===== src/rtl/rcon_pkg.sv =====
// Shared definitions for the AES round-constant sequencer: key-length codes,
// round counts, reverse-order seeds and the FSM state type.
package rcon_pkg;

    localparam logic [1:0] KEY_LEN_128     = 2'd0;
    localparam logic [1:0] KEY_LEN_192     = 2'd1;
    localparam logic [1:0] KEY_LEN_256     = 2'd2;
    localparam logic [1:0] KEY_LEN_ILLEGAL = 2'd3;

    localparam logic [3:0] N_128 = 4'd10;
    localparam logic [3:0] N_192 = 4'd8;
    localparam logic [3:0] N_256 = 4'd7;

    // Last Rcon of each forward sequence, used as the seed when running in reverse.
    localparam logic [7:0] INV_SEED_128 = 8'h36;
    localparam logic [7:0] INV_SEED_192 = 8'h80;
    localparam logic [7:0] INV_SEED_256 = 8'h40;

    localparam logic [7:0] POLY_DEFAULT = 8'h1B;

    typedef enum logic [1:0] {
        ST_IDLE = 2'd0,
        ST_RUN  = 2'd1,
        ST_DONE = 2'd2
    } state_t;

    function automatic logic [3:0] rcon_count(input logic [1:0] key_len);
        case (key_len)
            KEY_LEN_128: rcon_count = N_128;
            KEY_LEN_192: rcon_count = N_192;
            KEY_LEN_256: rcon_count = N_256;
            default:     rcon_count = 4'd0;
        endcase
    endfunction

    function automatic logic [7:0] inv_seed(input logic [1:0] key_len);
        case (key_len)
            KEY_LEN_128: inv_seed = INV_SEED_128;
            KEY_LEN_192: inv_seed = INV_SEED_192;
            KEY_LEN_256: inv_seed = INV_SEED_256;
            default:     inv_seed = 8'h00;
        endcase
    endfunction

endpackage


===== src/rtl/rcon_sequencer_if.sv =====
// Valid/ready stream carrying round constants and their index toward the
// key-expansion datapath.
interface rcon_sequencer_if #(
    parameter int WIDTH = 8,
    parameter int IDX_W = 4
);
    logic [WIDTH-1:0] rcon;
    logic [IDX_W-1:0] rcon_idx;
    logic             rcon_valid;
    logic             rcon_ready;
    logic             rcon_last;

    modport master (
        output rcon, rcon_idx, rcon_valid, rcon_last,
        input  rcon_ready
    );

    modport slave (
        input  rcon, rcon_idx, rcon_valid, rcon_last,
        output rcon_ready
    );
endinterface


===== src/rtl/gf_xtime_step.sv =====
// One GF(2^8) multiply-by-x (dir=0) or divide-by-x (dir=1) step; purely
// combinational so MixColumns logic can share it.
module gf_xtime_step
    import rcon_pkg::*;
#(
    parameter int               WIDTH = 8,
    parameter logic [WIDTH-1:0] POLY  = WIDTH'(POLY_DEFAULT)
) (
    input  logic [WIDTH-1:0] a,
    input  logic             dir,
    output logic [WIDTH-1:0] y
);
    localparam logic [WIDTH-1:0] MSB = {1'b1, {(WIDTH-1){1'b0}}};

    logic [WIDTH-1:0] fwd;
    logic [WIDTH-1:0] inv;

    assign fwd = {a[WIDTH-2:0], 1'b0} ^ (a[WIDTH-1] ? POLY : '0);
    // An odd value had the reduction applied on the way up; undo it and restore bit 7.
    assign inv = a[0] ? (((a ^ POLY) >> 1) | MSB) : (a >> 1);
    assign y   = dir ? inv : fwd;
endmodule


===== src/rtl/rcon_sequencer.sv =====
// Generates the AES Rcon sequence in forward or reverse order, one value per
// accepted stream transfer.
//
// state | meaning
// IDLE  | waiting for start; err pulses on an illegal key length
// RUN   | presenting rcon; advances on each valid&ready transfer
// DONE  | one cycle after the last transfer; done pulses here
module rcon_sequencer
    import rcon_pkg::*;
#(
    parameter int               WIDTH = 8,
    parameter logic [WIDTH-1:0] POLY  = WIDTH'(POLY_DEFAULT),
    parameter int               IDX_W = 4
) (
    input  logic                clk,
    input  logic                rst,
    input  logic                start,
    input  logic [1:0]          key_len,
    input  logic                inverse,
    input  logic                abort,
    output logic                busy,
    output logic                done,
    output logic                err,
    rcon_sequencer_if.master    rcon_if
);
    localparam logic [IDX_W-1:0] ONE = IDX_W'(1);

    state_t           state_q;
    logic [IDX_W-1:0] n_q;
    logic [IDX_W-1:0] idx_q;
    logic [IDX_W-1:0] idx_next;
    logic [IDX_W-1:0] seed_n;
    logic [WIDTH-1:0] rcon_q;
    logic [WIDTH-1:0] rcon_step;
    logic             inv_q;
    logic             valid_q;
    logic             last_q;
    logic             busy_q;
    logic             done_q;
    logic             err_q;
    logic             xfer;
    logic             last_next;

    gf_xtime_step #(
        .WIDTH (WIDTH),
        .POLY  (POLY)
    ) u_step (
        .a   (rcon_q),
        .dir (inv_q),
        .y   (rcon_step)
    );

    assign seed_n    = IDX_W'(rcon_count(key_len));
    assign xfer      = valid_q & rcon_if.rcon_ready;
    assign idx_next  = inv_q ? (idx_q - ONE) : (idx_q + ONE);
    assign last_next = inv_q ? (idx_next == '0) : (idx_next == (n_q - ONE));

    always_ff @(posedge clk) begin
        if (rst) begin
            state_q <= ST_IDLE;
            n_q     <= '0;
            idx_q   <= '0;
            rcon_q  <= '0;
            inv_q   <= 1'b0;
            valid_q <= 1'b0;
            last_q  <= 1'b0;
            busy_q  <= 1'b0;
            done_q  <= 1'b0;
            err_q   <= 1'b0;
        end else begin
            done_q <= 1'b0;
            err_q  <= 1'b0;
            case (state_q)
                ST_IDLE: begin
                    if (start) begin
                        if (key_len == KEY_LEN_ILLEGAL) begin
                            err_q <= 1'b1;
                        end else begin
                            n_q     <= seed_n;
                            inv_q   <= inverse;
                            rcon_q  <= inverse ? WIDTH'(inv_seed(key_len)) : WIDTH'(1);
                            idx_q   <= inverse ? (seed_n - ONE) : '0;
                            valid_q <= 1'b1;
                            last_q  <= 1'b0;
                            busy_q  <= 1'b1;
                            state_q <= ST_RUN;
                        end
                    end
                end
                ST_RUN: begin
                    if (abort) begin
                        valid_q <= 1'b0;
                        last_q  <= 1'b0;
                        busy_q  <= 1'b0;
                        state_q <= ST_IDLE;
                    end else if (xfer) begin
                        if (last_q) begin
                            valid_q <= 1'b0;
                            last_q  <= 1'b0;
                            done_q  <= 1'b1;
                            state_q <= ST_DONE;
                        end else begin
                            rcon_q <= rcon_step;
                            idx_q  <= idx_next;
                            last_q <= last_next;
                        end
                    end
                end
                ST_DONE: begin
                    busy_q  <= 1'b0;
                    state_q <= ST_IDLE;
                end
                default: begin
                    valid_q <= 1'b0;
                    last_q  <= 1'b0;
                    busy_q  <= 1'b0;
                    state_q <= ST_IDLE;
                end
            endcase
        end
    end

    assign rcon_if.rcon       = rcon_q;
    assign rcon_if.rcon_idx   = idx_q;
    assign rcon_if.rcon_valid = valid_q;
    assign rcon_if.rcon_last  = last_q;
    assign busy               = busy_q;
    assign done               = done_q;
    assign err                = err_q;
endmodule


===== src/flat_wrapper.sv =====
// flat-port wrapper written by rule: the top's interface ports become plain ports
module rcon_sequencer_flat import rcon_pkg::*;
#(
    parameter int               WIDTH = 8,
    parameter logic [WIDTH-1:0] POLY  = WIDTH'(POLY_DEFAULT),
    parameter int               IDX_W = 4
)
  (clk, rst, start, key_len, inverse, abort, busy, done, err, rcon_if_rcon, rcon_if_rcon_idx, rcon_if_rcon_valid, rcon_if_rcon_last, rcon_if_rcon_ready);
  rcon_sequencer_if #(.WIDTH(WIDTH), .IDX_W(IDX_W)) rcon_if_i ();
  input  logic clk;
  input  logic rst;
  input  logic start;
  input  logic [1:0] key_len;
  input  logic inverse;
  input  logic abort;
  output logic busy;
  output logic done;
  output logic err;
  output wire logic [$bits(rcon_if_i.rcon)-1:0] rcon_if_rcon;
  output wire logic [$bits(rcon_if_i.rcon_idx)-1:0] rcon_if_rcon_idx;
  output wire logic [$bits(rcon_if_i.rcon_valid)-1:0] rcon_if_rcon_valid;
  output wire logic [$bits(rcon_if_i.rcon_last)-1:0] rcon_if_rcon_last;
  input wire logic [$bits(rcon_if_i.rcon_ready)-1:0] rcon_if_rcon_ready;
  assign rcon_if_rcon = rcon_if_i.rcon;
  assign rcon_if_rcon_idx = rcon_if_i.rcon_idx;
  assign rcon_if_rcon_valid = rcon_if_i.rcon_valid;
  assign rcon_if_rcon_last = rcon_if_i.rcon_last;
  assign rcon_if_i.rcon_ready = rcon_if_rcon_ready;
  rcon_sequencer #(.WIDTH(WIDTH), .POLY(POLY), .IDX_W(IDX_W)) u_core (.clk(clk), .rst(rst), .start(start), .key_len(key_len), .inverse(inverse), .abort(abort), .busy(busy), .done(done), .err(err), .rcon_if(rcon_if_i));
endmodule

===== config.mk =====
export PLATFORM = sky130hd
export DESIGN_NAME = rcon_sequencer_flat
export DESIGN_NICKNAME = d
export VERILOG_FILES = /design/src/rtl/rcon_pkg.sv /design/src/rtl/rcon_sequencer_if.sv /design/src/rtl/gf_xtime_step.sv /design/src/rtl/rcon_sequencer.sv /design/src/flat_wrapper.sv
export SDC_FILE = /design/constraint.sdc
export NUM_CORES = 1
export LEC_CHECK = 0
export CAP_MARGIN = 10
export CORE_MARGIN = 3
export CORE_UTILIZATION = 52
export CTS_CLUSTER_SIZE = 30
export DETAILED_ROUTE_END_ITERATION = 6
export PLACE_DENSITY = 0.79
export SYNTH_ARGS = -nofsm -noshare
export SYNTH_HDL_FRONTEND = slang
export SYNTH_SLANG_ARGS = --single-unit

===== constraint.sdc =====
create_clock -name clk -period 2.2 [get_ports clk]
set_input_delay 0.44 -clock clk [delete_from_list [all_inputs] [get_ports clk]]
set_output_delay 0.44 -clock clk [all_outputs]
set_load 0.1 [all_outputs]

## After elaboration in Yosys (flattened, before gate mapping)

Index checks and enable logic that the tools add are counted.

| storage, ports and cells | value |
|---|---|
| output and inout port bits | 17 |
| latch bits | 0 |
| memories | 0 |
| register bits after elaboration | 24 |
| bits in read-only memories | 0 |
| word-level logic and storage cells | 92 |
| RAM bits | 0 |
| input port bits | 8 |

| operators by class | value |
|---|---|
| divide/modulo/power cells | 0 |
| shift operators | 0 |
| $mul | 0 |
| bitwise gates (word level) | 9 |
| order comparisons | 0 |
| equality and inequality tests | 14 |
| reduce and logical (&&, ||, !) cells | 12 |
| $add $sub $neg | 4 |
| mux-type cells | 43 |

Operators by type and width:

| cell | number |
|---|---|
| 2-to-1 mux 8 bit | 8 |
| 2-to-1 mux 4 bit | 7 |
| case mux 8 bit (3 select lines) | 1 |
| case mux 8 bit (2 select lines) | 1 |
| 2-to-1 mux 1 bit | 14 |
| case mux 4 bit (3 select lines) | 1 |
| subtractor 4 x 1 -> 4 bit (second input constant) | 3 |
| 2-to-1 mux 2 bit | 5 |
| != test 2 bit (second input constant) | 5 |
| case mux 4 bit (2 select lines) | 1 |
| AND reduction 4 bit | 2 |
| XOR 8 bit | 1 |
| equality test 2 bit (second input constant) | 3 |
| != test 3 x 2 -> 1 bit (second input constant) | 2 |
| NOT 1 bit | 6 |
| case mux 1 bit (3 select lines) | 2 |
| AND reduction 3 bit | 2 |
| AND reduction 6 bit | 1 |
| 2-to-1 mux 5 bit | 1 |
| AND reduction 5 bit | 1 |
| adder 4 x 1 -> 4 bit (second input constant) | 1 |
| equality test 2 x 1 -> 1 bit (second input constant) | 2 |
| equality test 4 bit | 1 |
| logical NOT 2 bit | 2 |
| other kinds (9) | 9 |

## Logic depth before layout (Yosys ltp)

| depth | value |
|---|---|
| depth in word-level cells | 8 |
| gate-level depth with buffers | 7 |
| gate-level depth less buffers | 7 |

## By module

A second synthesis with hierarchy kept.

| second synthesis, totals | value |
|---|---|
| cells, all modules | 167 |
| area, all modules | 1450.1 um2 |

By module, submodules not included:

| module | times used | cells an instance | sequential area each (um2) | area an instance (um2) |
|---|---|---|---|---|
| rcon_sequencer | 1 | 147 | 460.4 | 1293.7 |
| gf_xtime_step | 1 | 20 | 0.0 | 156.4 |

## Worst setup path after synthesis

Ideal clock, no wire load.

| timing | value |
|---|---|
| path kind | register to register |
| from | register u_core.idx_q[0], in the netlist u_core.rcon_if.rcon_idx[0] |
| to | register u_core.last_q, in the netlist u_core.rcon_if.rcon_last |
| buffers on the path | 0 |
| clock period less this slack | 2.599 ns |
| setup time | 0.116 ns |
| slack | -0.399 ns |
| arrival time | 2.483 ns |
| stages on the path, launching flop included | 7 |
| data required time | 2.084 ns |
| path through | dfxtp_1 -> fa_1 -> xnor2_1 -> nor3_1 -> and3_1 -> a311o_1 -> a31o_1 |

| on the way | value |
|---|---|
| longest elaborated chain between the ends | 8 |
| elaborated cells on any way between the ends | 10 |
| classes of those cells | add/sub: 2; eq/ne: 1; mux: 6; reduce/logical: 1 |

RTL lines:

| what | line | source |
|---|---|---|
| start: declaration | rcon_sequencer.sv:30 | `logic [IDX_W-1:0] idx_q;` |
| start signal: assignment | rcon_sequencer.sv:82 | `idx_q <= inverse ? (seed_n - ONE) : '0;` |
| start signal: assignment | rcon_sequencer.sv:104 | `idx_q <= idx_next;` |
| adder 4 x 1 -> 4 bit or subtractor 4 x 1 -> 4 bit (tied branches) | rcon_sequencer.sv:55 | `assign idx_next = inv_q ? (idx_q - ONE) : (idx_q + ONE);` |
| 2-to-1 mux 4 bit * | rcon_sequencer.sv:55 |  |
| equality test 4 bit or logical NOT 4 bit (tied branches) | rcon_sequencer.sv:56 | `assign last_next = inv_q ? (idx_next == '0) : (idx_next == (n_q - ONE));` |
| 2-to-1 mux 1 bit * | rcon_sequencer.sv:56 |  |
| 2-to-1 mux 1 bit * | rcon_sequencer.sv:97 | `if (last_q) begin` |
| 2-to-1 mux 1 bit * | rcon_sequencer.sv:96 | `end else if (xfer) begin` |
| 2-to-1 mux 1 bit * | rcon_sequencer.sv:91 | `if (abort) begin` |
| case mux 1 bit (3 select lines) * | rcon_sequencer.sv:73 | `case (state_q)` |
| end signal: assignment | rcon_sequencer.sv:105 | `last_q <= last_next;` |
| end: declaration | rcon_sequencer.sv:37 | `logic last_q;` |

Every way passes the cells marked *; elsewhere a longest branch is shown, timed or not. The select of a mux whose other input is x is not followed.
A chain may end at the register's enable or synchronous reset.

## Worst setup path in the final report

| timing | value |
|---|---|
| from | register u_core.inv_q |
| to | register u_core.last_q, in the netlist u_core.rcon_if.rcon_last |

| on the way | value |
|---|---|
| longest elaborated chain between the ends | 7 |
| elaborated cells on any way between the ends | 8 |
| classes of those cells | eq/ne: 1; mux: 6; reduce/logical: 1 |

RTL lines:

| what | line | source |
|---|---|---|
| start: declaration | rcon_sequencer.sv:35 | `logic inv_q;` |
| start signal: assignment | rcon_sequencer.sv:80 | `inv_q <= inverse;` |
| 2-to-1 mux 4 bit | rcon_sequencer.sv:55 |  |
| equality test 4 bit or logical NOT 4 bit (tied branches) | rcon_sequencer.sv:56 |  |
| 2-to-1 mux 1 bit * | rcon_sequencer.sv:56 |  |
| 2-to-1 mux 1 bit * | rcon_sequencer.sv:97 |  |
| 2-to-1 mux 1 bit * | rcon_sequencer.sv:96 |  |
| 2-to-1 mux 1 bit * | rcon_sequencer.sv:91 |  |
| case mux 1 bit (3 select lines) * | rcon_sequencer.sv:73 |  |

Marks and branches as above.

==> impl_results.md <==
* Worst vdd ir at 0.5055 mV
* Core area at 2545 µm²
* DR vias at 1246
* Clock-pin slew on the worst setup and hold paths at between 0.1 and 0.15 ns
* Cts bufs inserted at 3
* Hold slack at around 0.5 ns
* RSZ-0062 raised after global routing: no
* Netlist Area Pre-Place at 1421 µm²
* Post-synth EDFFs at 0
* Initial Util at 55.85%
* Max Cap Viol at 0
* Crit path launch type: flip-flop
* Drt initial violations at 36
* Ys async rst share at 0%
* Synth top area share at between 30% and 40%
* Htree depth at 1
* DP Cell Count at 217
* Final WL at 3.086 mm
* Die Wd at roughly 58 µm
* Antenna-violating nets left at 0
* Worst-margin pin slew at 0.4075 ns
* Initial antenna violation count at 0
* Max Freq at 493.9 MHz
* DRC errors left at 0
* Final Skew at 0.007792 ns
* Seq/Total Area, Yosys at 32.39%
* Leading post-synthesis cells by instance count: nor2_1, dfxtp_1, ha_1
* Hpwl dp at 2.279 mm
* Port bufs at 24
* GPL Wtd Cong at 0.8349
* Vias in the first global route at roughly 1200
* Register area at roughly 460 µm²
* Pin count of the biggest net entering global routing at 22
* Crit path max fanout at 7
* Setup TNS at 0 ns
* Slew Limit Fails at 0
* Final Cycle Share at between 90% and 100%
* CTS Sinks at 23
* First-pass GRT wire length at 5.230 mm
* Seq cells post-synth at 23
* Global Route Usage Sum at about 20%
* Status: completed
* Root buffer cell: clkbuf_4
* Final instance count without filler cells at 221
* CP Capture Type: flip-flop
* PwrDens at 653.1 nW/µm²
* Remaining Overflow, GRT at 0
* Post-CTS Hold Buffers at 0
* Clk buf depth at 2
* # rows at 18
* Final Hold Fails at 0
* Setup crit start: u_core.inv_q$_SDFFE_PP0P_
* Critical path arrival at 2.25 ns
* Tmin final at 2.025 ns
* Final WS setup at 0.1754 ns
* Via-to-Cell Ratio at 5.638
* CTS resizes at 0
* Area of the multi-input gates at 875.8 µm²
* Min-delay src: u_core.n_q[1]$_SDFFE_PP0P_
* Top area cells in the synthesized netlist: dfxtp_1, ha_1, nor2_1
* Postcts setup bufs at 0
* Most frequent cell after synthesis: nor2_1
* CP required at 2.43 ns
* Share of cells above drive strength 1 at ~18%
* Wire per inst at 13.96 µm
* Type of the worst min-delay path: reg -> reg
* Synth Warn # at 0
* Setup slack at placement at -0.1086 ns
* Nets at 213
* Endpoints failing setup at 0
* Syn nets at around 190
* Yosys cell types at 34
* Cell taking the most area after synthesis: dfxtp_1
* Area delta synth->final at 19.63%
* Setup Crit Path Kind: reg -> reg
* Avg Cell Area, Syn at ~8.5 µm²
* R2r startpoint: u_core.inv_q$_SDFFE_PP0P_
* Synth Flop Type: dfxtp_1
* Worst-Skew Late Latency at 0.32 ns
* Fillers at 224
* Post-Syn Instances at 167
* Leakage at 0.7191 nW
* CTS tree: yes
* Die footprint at 3397 µm²
* # diodes at 0
* Height of the die at slightly below 60 µm
* DRT Pass-1 Iters at 4
* Io pins at 25
* Max transition margin at 72.78%
critical path, cell delays in order (launching register included):
cell and delay (ns):
dfxtp_1 0.48, fa_1 0.51, xnor2_1 0.17, nor3_1 0.07, and3_1 0.15, a311o_1 0.33
a31o_1 0.21
sequential cells by signal, summed over array words and instances, names as in the netlist, 2 cells and up:
register                 flops
u_core.rcon_if.rcon          8
u_core.state_q               2
u_core.rcon_if.rcon_idx      4
u_core.n_q                   3
final cells by class:
type | count | share of cell area [%]
multi-input cells | 125 | 51.51
flip-flops and latches | 23 | 27.30
repair buffers | 32 | 15.89
well taps | 30 | 2.208
clock buffers | 4 | 1.545
inverters | 7 | 1.545
cell families after synthesis:
logic type / Yosys count / synth area share (%)
compound gates: 38 / 19.81
xor+xnor: 13 / 8.011
fa+ha+maj: 13 / 11.97
buf+inv: 19 / 6.515
flops: 23 / 32.39
mux: 6 / 4.226
simple gates: 55 / 17.08
metal layers:
metal  vias up  GRT usage [%]  share of wire (%)
met3         4          4.454                5.6
met4         0          5.629               0.78
li1        625              -                  -
met5         -              0                  0
met1       587          24.18                 42
met2        30          33.17                 51
final timing paths:
path | to | slack (ns) | cells past startpoint
worst max-delay path | u_core.rcon_if.rcon_last$_SDFFE_PP0P_ | 0.18 | 6
worst max register to register | u_core.rcon_if.rcon_last$_SDFFE_PP0P_ | 0.18 | 6
worst min register to register | u_core.n_q[1]$_SDFFE_PP0P_ | 0.51 | 2
worst min-delay path | u_core.n_q[1]$_SDFFE_PP0P_ | 0.51 | 2
metrics by stage:
stage / cell area (µm²) / total power [mW] / util, %
6_report: 1700 / 1.111 / 66.81
5_1_grt: 1700 / 1.161 / 66.81
4_1_cts: 1693 / 1.114 / 66.52
3_5_place_dp: 1667 / 0.9134 / 65.49
3_3_place_gp: 1667 / 0.9029 / 65.49
2_1_floorplan: 1425 / 0.8164 / -
power breakdown:
| part | switching [mW] | internal (mW) |
|---|---|---|
| combinational | 0.287 | 0.140 |
| clock | 0.130 | 0.0710 |
| sequential | 0.0375 | 0.445 |
| total | 0.454 | 0.656 |
placed cells by master (no fill, tap or decap), types with 4 or more instances in the layout:
| master | count |
|---|---|
| dfxtp_1 | 20 |
| nand2_1 | 11 |
| ha_1 | 12 |
| o21ai_0 | 8 |
| clkdlybuf4s50_1 | 7 |
| a31oi_1 | 4 |
| nor3_1 | 5 |
| inv_1 | 7 |
| nor2_1 | 27 |
| xnor2_1 | 9 |
| mux2i_1 | 6 |
| a211oi_1 | 7 |
| a21oi_1 | 8 |
| buf_4 | 24 |
Note: power is estimated with default switching activity, not from simulation.
